$ cat config.mk
export PLATFORM = sky130hd
export DESIGN_NAME = regfile_mp
export DESIGN_NICKNAME = d
export VERILOG_FILES = /design/src/rtl/regfile_pkg.sv /design/src/rtl/regfile_scoreboard.sv /design/src/rtl/regfile_mp.sv
export SDC_FILE = /design/constraint.sdc
export NUM_CORES = 2
export LEC_CHECK = 0
export BUFFER_PORTS_ARGS = -buffer_cell sky130_fd_sc_hd__buf_2
export CAP_MARGIN = 20
export CORE_MARGIN = 2
export CORE_UTILIZATION = 64
export DETAILED_ROUTE_END_ITERATION = 16
export PLACE_DENSITY = 0.81
export SLEW_MARGIN = 20
export SYNTH_ARGS = -nofsm -noshare
export SYNTH_HDL_FRONTEND = slang
export SYNTH_SLANG_ARGS = --single-unit
$ cat constraint.sdc
create_clock -name clk -period 2.3 [get_ports clk]
set_clock_uncertainty 0.1 [all_clocks]
set_input_delay 0.115 -clock clk [delete_from_list [all_inputs] [get_ports clk]]
set_output_delay 0.115 -clock clk [all_outputs]
set_load 0.02 [all_outputs]
$ cat src/rtl/regfile_pkg.sv
// Shared defaults and types for the multi-port register file and its busy scoreboard.
package regfile_pkg;

    localparam int DEF_XLEN  = 32;
    localparam int DEF_NREGS = 32;
    localparam int DEF_AW    = $clog2(DEF_NREGS);
    localparam int ZERO_REG  = 0;

    typedef logic signed [DEF_XLEN-1:0] xlen_t;
    typedef logic        [DEF_AW-1:0]   reg_addr_t;

endpackage

$ cat src/rtl/regfile_scoreboard.sv
// Per-register pending-write flags: set on issue, cleared on writeback, with
// combinational release when the writeback lands in the same cycle as the read.
module regfile_scoreboard
    import regfile_pkg::*;
#(
    parameter  int NREGS  = DEF_NREGS,
    parameter  int NUM_RD = 2,
    parameter  int NUM_WR = 1,
    localparam int AW     = $clog2(NREGS)
) (
    input  logic                 clk,
    input  logic                 rstn,
    input  logic [NUM_RD*AW-1:0] rd_addr,
    output logic [NUM_RD-1:0]    rd_busy,
    input  logic [NUM_WR-1:0]    wr_en,
    input  logic [NUM_WR*AW-1:0] wr_addr,
    input  logic                 iss_en,
    input  logic [AW-1:0]        iss_addr
);

    logic [NREGS-1:0] busy;
    logic [NREGS-1:0] busy_next;

    // NOTE: combinational blocks use blocking '=' so later statements see the
    // earlier updates; that ordering is what makes issue-set beat writeback-clear.
    always_comb begin
        // NOTE: assigning the full default first means every path drives
        // busy_next, so no latch can be inferred.
        busy_next = busy;
        for (int j = 0; j < NUM_WR; j++) begin
            if (wr_en[j]) busy_next[wr_addr[j*AW +: AW]] = 1'b0;
        end
        if (iss_en) busy_next[iss_addr] = 1'b1;
        busy_next[ZERO_REG] = 1'b0;
    end

    // NOTE: clocked state uses non-blocking '<=' so every flop samples
    // pre-edge values regardless of process ordering.
    always_ff @(posedge clk or negedge rstn) begin
        if (!rstn) busy <= '0;
        else       busy <= busy_next;
    end

    always_comb begin
        rd_busy = '0;
        for (int i = 0; i < NUM_RD; i++) begin
            logic [AW-1:0] a;
            logic          hit;
            a   = rd_addr[i*AW +: AW];
            hit = 1'b0;
            for (int j = 0; j < NUM_WR; j++) begin
                if (wr_en[j] && (wr_addr[j*AW +: AW] == a)) hit = 1'b1;
            end
            rd_busy[i] = busy[a] & ~hit;
        end
    end

endmodule

$ cat src/rtl/regfile_mp.sv
// Multi-port integer register file with write-through bypass, hardwired x0,
// an unbypassed debug port and a pending-write scoreboard for hazard stalls.
module regfile_mp
    import regfile_pkg::*;
#(
    parameter  int XLEN   = DEF_XLEN,
    parameter  int NREGS  = DEF_NREGS,
    parameter  int NUM_RD = 2,
    parameter  int NUM_WR = 1,
    localparam int AW     = $clog2(NREGS)
) (
    input  logic                   clk,
    input  logic                   rstn,
    input  logic [NUM_RD*AW-1:0]   rd_addr,
    output logic [NUM_RD*XLEN-1:0] rd_data,
    output logic [NUM_RD-1:0]      rd_busy,
    input  logic [NUM_WR-1:0]      wr_en,
    input  logic [NUM_WR*AW-1:0]   wr_addr,
    input  logic [NUM_WR*XLEN-1:0] wr_data,
    input  logic                   iss_en,
    input  logic [AW-1:0]          iss_addr,
    input  logic [AW-1:0]          dbg_addr,
    output logic [XLEN-1:0]        dbg_data
);

    logic [XLEN-1:0]   mem [NREGS];
    logic [NUM_WR-1:0] wr_live;

    // Reset must hide in-flight writeback data on the bypass path as well.
    assign wr_live = wr_en & {NUM_WR{rstn}};

    // NOTE: the whole array is reset because software relies on every
    // register reading 0 after reset; this rules out a RAM macro here.
    always_ff @(posedge clk or negedge rstn) begin
        if (!rstn) begin
            for (int r = 0; r < NREGS; r++) mem[r] <= '0;
        end else begin
            // Ascending order: the highest-index port's assignment lands last.
            for (int j = 0; j < NUM_WR; j++) begin
                if (wr_en[j] && (wr_addr[j*AW +: AW] != '0))
                    mem[wr_addr[j*AW +: AW]] <= wr_data[j*XLEN +: XLEN];
            end
        end
    end

    always_comb begin
        rd_data = '0;
        for (int i = 0; i < NUM_RD; i++) begin
            logic [AW-1:0]   a;
            logic [XLEN-1:0] d;
            a = rd_addr[i*AW +: AW];
            d = mem[a];
            for (int j = 0; j < NUM_WR; j++) begin
                if (wr_live[j] && (wr_addr[j*AW +: AW] == a) && (a != '0))
                    d = wr_data[j*XLEN +: XLEN];
            end
            rd_data[i*XLEN +: XLEN] = d;
        end
    end

    // mem[0] is cleared by reset and never written, so no explicit x0 mux.
    assign dbg_data = mem[dbg_addr];

    regfile_scoreboard #(
        .NREGS  (NREGS),
        .NUM_RD (NUM_RD),
        .NUM_WR (NUM_WR)
    ) u_scoreboard (
        .clk      (clk),
        .rstn     (rstn),
        .rd_addr  (rd_addr),
        .rd_busy  (rd_busy),
        .wr_en    (wr_en),
        .wr_addr  (wr_addr),
        .iss_en   (iss_en),
        .iss_addr (iss_addr)
    );

endmodule

# Word-level counts from Yosys, hierarchy flattened
# Cells that the tools add are included.
# Widths: inputs -> output; s select.
[classes]
order_cmp = 11
eq_ne = 2
muxes = 26
bitwise = 12
n_reduce_logical = 13
[ops]
columns = ["cell", "n"]
rows = [
  ["$bwmux 1024", 1],
  ["$bmux 32 s5", 3],
  ["$mux 32", 11],
  ["$demux 32 s5", 1],
  ["$and 32x32->32", 1],
  ["$not 32->32", 1],
  ["$or 32x32->32", 1],
  ["$ge 6x6->1 const B", 4],
  ["$lt 5x6->1 const B", 4],
  ["$not 5->6", 4],
  ["$reduce_bool 5->1", 3],
  ["$bmux 1 s5", 2],
  ["$demux 1 s5", 2],
  ["$eq 5x5->1", 2],
  ["$ge 5x1->1 const B", 2],
  ["$logic_and 1x1->1", 10],
  ["$lt 6x1->1 const B", 1],
  ["$mux 1", 6],
  ["$and 1x1->1", 3],
  ["$not 1->1", 2],
]
[word_totals]
register_bits = 1055
inputBits = 61
output_inout_bits = 98
word_cells = 97

# Longest topological paths before layout
[depth]
ltp_word = 9
mapped_depth = 9
ltp_nobuf = 5

# Hierarchy
# From an unflattened synthesis, not the netlist that was laid out.
[hier_totals]
hier_cells = 4034
area_unflattened_um2 = 63111.8
[by_module_without_submodules]
columns = ["mod", "instances", "cells_per_inst", "area_per_inst_um2", "seq_area_each_um2"]
rows = [
  ["regfile_mp", 1, 3841, 61117.4, 25624.6],
  ["regfile_scoreboard", 1, 193, 1994.4, 775.7],
]

# Least setup slack after synthesis
# No wires, ideal clock.
[synth_timing]
path_type = "in2out"
from = "input port rd_addr[2]"
to = "output port rd_data[24]"
arrival_time_ps = 2137
required_time_ps = 2085
slack_ps = -52
stages = 8
path_buffers = 3
cell_sequence = "clkbuf_1 and2_1 clkbuf_1 clkbuf_1 a22o_1 a221oi_1 o22ai_1 o41ai_1"
[synth_between]
elab_chain_cells = 5
word_cells_on_any_way = 9
classes_between = "eq/ne: 1; mux: 4; bitwise: 1; reduce/logical: 3"
[synth_rtl]
columns = ["element", "line_no", "source"]
rows = [
  ["start: declaration", "regfile_mp.sv:14", "input logic [NUM_RD*AW-1:0] rd_addr,"],
  ["$not 5->6 (not written as such)", "regfile_mp.sv:52", "d = mem[a];"],
  ["$bmux 32 s5", "regfile_mp.sv:52", ""],
  ["$mux 32 (not written as such) (2 in a row)", "regfile_mp.sv:52", ""],
  ["$mux 32 (*)", "regfile_mp.sv:54", "if (wr_live[j] && (wr_addr[j*AW +: AW] == a) && (a != '0))"],
  ["end: declaration", "regfile_mp.sv:15", "output logic [NUM_RD*XLEN-1:0] rd_data,"],
]
# Every way passes the cells marked *; elsewhere a longest branch is shown, timed or not. The select of a mux whose other input is x is not followed.

# Final worst setup path
[layout_timing]
from = "register mem[911] (netlist bit)"
to = "output port dbg_data[15]"
[layout_between]
elab_chain_cells = 3
[layout_rtl]
columns = ["element", "line_no", "source"]
rows = [
  ["start: declaration", "regfile_mp.sv:26", "logic [XLEN-1:0] mem [NREGS];"],
  ["start signal: indexed assignment", "regfile_mp.sv:41", "mem[wr_addr[j*AW +: AW]] <= wr_data[j*XLEN +: XLEN];"],
  ["$bmux 32 s5", "regfile_mp.sv:62", "assign dbg_data = mem[dbg_addr];"],
  ["$mux 32 (not written as such) (2 in a row)", "regfile_mp.sv:62", ""],
  ["end: declaration", "regfile_mp.sv:23", "output logic [XLEN-1:0] dbg_data"],
]
# Every way passes these cells. The select of a mux whose other input is x is not followed.

==> flow_summary.json <==
{
  "cts.clk_slew.worst_paths_ns": 0.06,
  "violations": "negative setup slack",
  "fin_util": 0.7908,
  "end_kind": "output pin",
  "grt_pass1_wl_um": 347000,
  "cts_buffers": 113,
  "critPathArrivalTime_ns": 2.71,
  "num_rows": 117,
  "drive_gt1_frac": 0.4936,
  "timing.final.crit_share": 1.271,
  "grt_pass1_vias": 54689,
  "maxCapViolations": 0,
  "cpMaxStageDelayCell": "mux4_2",
  "synth_nets": 5094,
  "p_leak_nw": 36.72,
  "multiInputGateArea_um2": 38480,
  "critPathKind": "reg -> out",
  "hp-class": "in -> reg",
  "dpl.hpwl_um": 136600,
  "die_width_um": 323.7,
  "start_util": 0.6441,
  "slew_headroom": 0.2905,
  "wl_um": 237700,
  "avgViaCountPerCell": 7.635,
  "synth.avg_cell_area_um2": 13.00,
  "drv_slew": 0,
  "drc": 0,
  "htreeDepth": 3,
  "drt_first_pass_iters": 8,
  "grt_max_degree": 183,
  "gr-usage-all-layers": 0.4438,
  "finalInstanceArea_um2": 80340,
  "cts_tree": "done",
  "yosys_most_used_dff": "dfrtp_1",
  "place.gp.congestion": 0.9254,
  "status": "finished with violations",
  "seq_area_um2": 26400,
  "die-area_um2": 104800,
  "postPlaceCellArea_um2": 72000,
  "synth_edf_count": 0,
  "overflow": 0,
  "drtIter0Drc": 7005,
  "fillers": 5340,
  "critPathRequiredTime_ns": 2.09,
  "ys_top_cells_by_area": "dfrtp_1 40%, mux2_2 18%, mux2i_1 16%",
  "setup_violations": 98,
  "finalHoldViolCount": 0,
  "r2r-start": "u_scoreboard.busy[29]",
  "ys_warn_count": 0,
  "worst_slew_pin_slew_ns": 1.064,
  "area_growth_syn_to_layout_pct": 22.78,
  "rsz0062_at_grt": "yes",
  "async_reset_ff_frac": 1.000,
  "cts.sink_count": 1055,
  "worst_slack_ns": -0.6244,
  "pwr_density_cell_nw_per_um2": 800.0,
  "ys_seq_elements": 1055,
  "ant_nets": 0,
  "die_h_um": 323.7,
  "antenna_found_initial": 5,
  "critical-path-max-stage-delay_ns": 0.55,
  "synth_cells": 5033,
  "synth_top_area_cell": "dfrtp_1",
  "ys_types": 42,
  "crit_top_cell": "mux4_2",
  "io_pins": 159,
  "clock.fmax_mhz": 341.9,
  "root_buffer": "clkbuf_16",
  "port_buffers": 158,
  "clkLatencyLatePin_ns": 0.72,
  "vias": 53562,
  "seq_area_frac_synth": 0.4035,
  "startpoint": "mem[911]",
  "post-route-min-period_ns": 2.924,
  "synthesis.area_um2": 65430,
  "path_cells": "mux4_2 -> mux4_2 -> mux2_4 -> buf_6",
  "synth_top_area_frac": 0.4035,
  "nNetsFinal": 5605,
  "total_power_mw": 64.28,
  "hold_slack_ns": 0.06954,
  "crit_path_start_kind": "flop",
  "crit_fanout": 4,
  "clockBufferDepth": 3,
  "hold_path.startpoint": "wr_addr[4]",
  "core_area_um2": 101600,
  "routedWlPerCell_um": 33.89,
  "vdd_ir_drop_max_mv": 0.7534
}
sequential cells by signal, indices dropped and copies added (netlist names):
register / cells
u_scoreboard.busy: 31
mem: 1024
layer usage:
| layer | global-route usage | share of wire | vias up |
|---|---|---|---|
| met4 | 0.3307 | 0.093 | 2 |
| met1 | 0.5588 | 0.34 | 26805 |
| met3 | 0.1353 | 0.13 | 1600 |
| met2 | 0.6481 | 0.43 | 4376 |
| met5 | 0 | 0.000055 | - |
| li1 | - | - | 20779 |
critical path, delay by kind of cell, from the launching register on:
family	cells	cell delay, ns
mux	3	1.41
flops	1	0.44
buf+inv	1	0.13
final timing paths:
check	endpoint	slack [ns]	cells after the start
max in group asynchronous	mem[567]	0.17	5
setup / recovery	dbg_data[15]	-0.62	4
hold reg to reg	mem[1003]	0.32	0
min in group asynchronous	u_scoreboard.busy[6]	0.49	4
setup reg to reg	u_scoreboard.busy[29]	0.76	4
hold / removal	u_scoreboard.busy[23]	0.07	6
through the flow:
step | instances | setup TNS, ns | setup WS [ns]
after floorplan | 5033 | -0.8312 | -0.03904
after global placement | 6508 | -12.47 | -0.4250
after detailed placement | 6508 | -14.49 | -0.5201
after CTS | 6952 | -38.61 | -0.5970
after global routing | 7009 | -46.09 | -0.6455
final | 7015 | -41.82 | -0.6244
final cells by class:
type	instances	share of cell area
flip-flops and latches	1055	0.3286
diodes	7	0.0002180
multi-input cells	3384	0.4790
well taps	1368	0.02130
clock buffers	148	0.03960
clock inverters	63	0.01009
inverters	14	0.0006541
repair buffers	976	0.1205
cell families after synthesis:
family          synth area share
compound gates           0.09123
xor+xnor                0.001338
simple gates             0.01367
flops                     0.4035
mux                       0.4502
buf+inv                  0.04006
Yosys cell counts, types with 76 or more instances:
| library cell | count |
|---|---|
| a21oi_1 | 126 |
| a221oi_1 | 124 |
| a22o_1 | 138 |
| a22oi_1 | 252 |
| buf_2 | 130 |
| clkbuf_1 | 330 |
| dfrtp_1 | 1055 |
| mux2_2 | 1027 |
| mux2i_1 | 1025 |
| mux4_2 | 339 |
| nand2_1 | 88 |
| o22ai_1 | 76 |
report_power, final:
group | switching, mW | internal (mW)
clock network | 8.31 | 11.5
logic | 8.33 | 10.3
registers | 3.75 | 22.1
placed cells by master, fill, tap and decap left out, drive strengths merged, types with 7 or more instances in the layout:
| master | n |
|---|---|
| bufinv | 15 |
| dlygate4sd3 | 48 |
| nor2b | 11 |
| clkinvlp | 9 |
| nand3 | 12 |
| nand2b | 9 |
| inv | 22 |
| nor2 | 24 |
| buf | 927 |
| nand2 | 88 |
| a22oi | 252 |
| clkinv | 31 |
| dfrtp | 1055 |
| o22ai | 76 |
| xnor2 | 10 |
| mux2 | 1027 |
| a22o | 138 |
| diode | 7 |
| mux2i | 1025 |
| a21oi | 126 |
| mux4 | 339 |
| nand3b | 8 |
| o41ai | 62 |
| o21ai | 12 |
| a221oi | 124 |
| clkbuf | 149 |
| nor3b | 7 |
repair_timing:
action | 4_1_cts | 5_1_grt
pin swaps | 166 | 31
endpoints found under the hold margin | 1216 | 0
hold buffers | 48 | 0
endpoints found under the setup margin | 98 | 178
resized for setup | 348 | 76
buffers inserted | 186 | 56
gates cloned | 0 | 1
No activity file was read; power rests on OpenSTA's default activity.
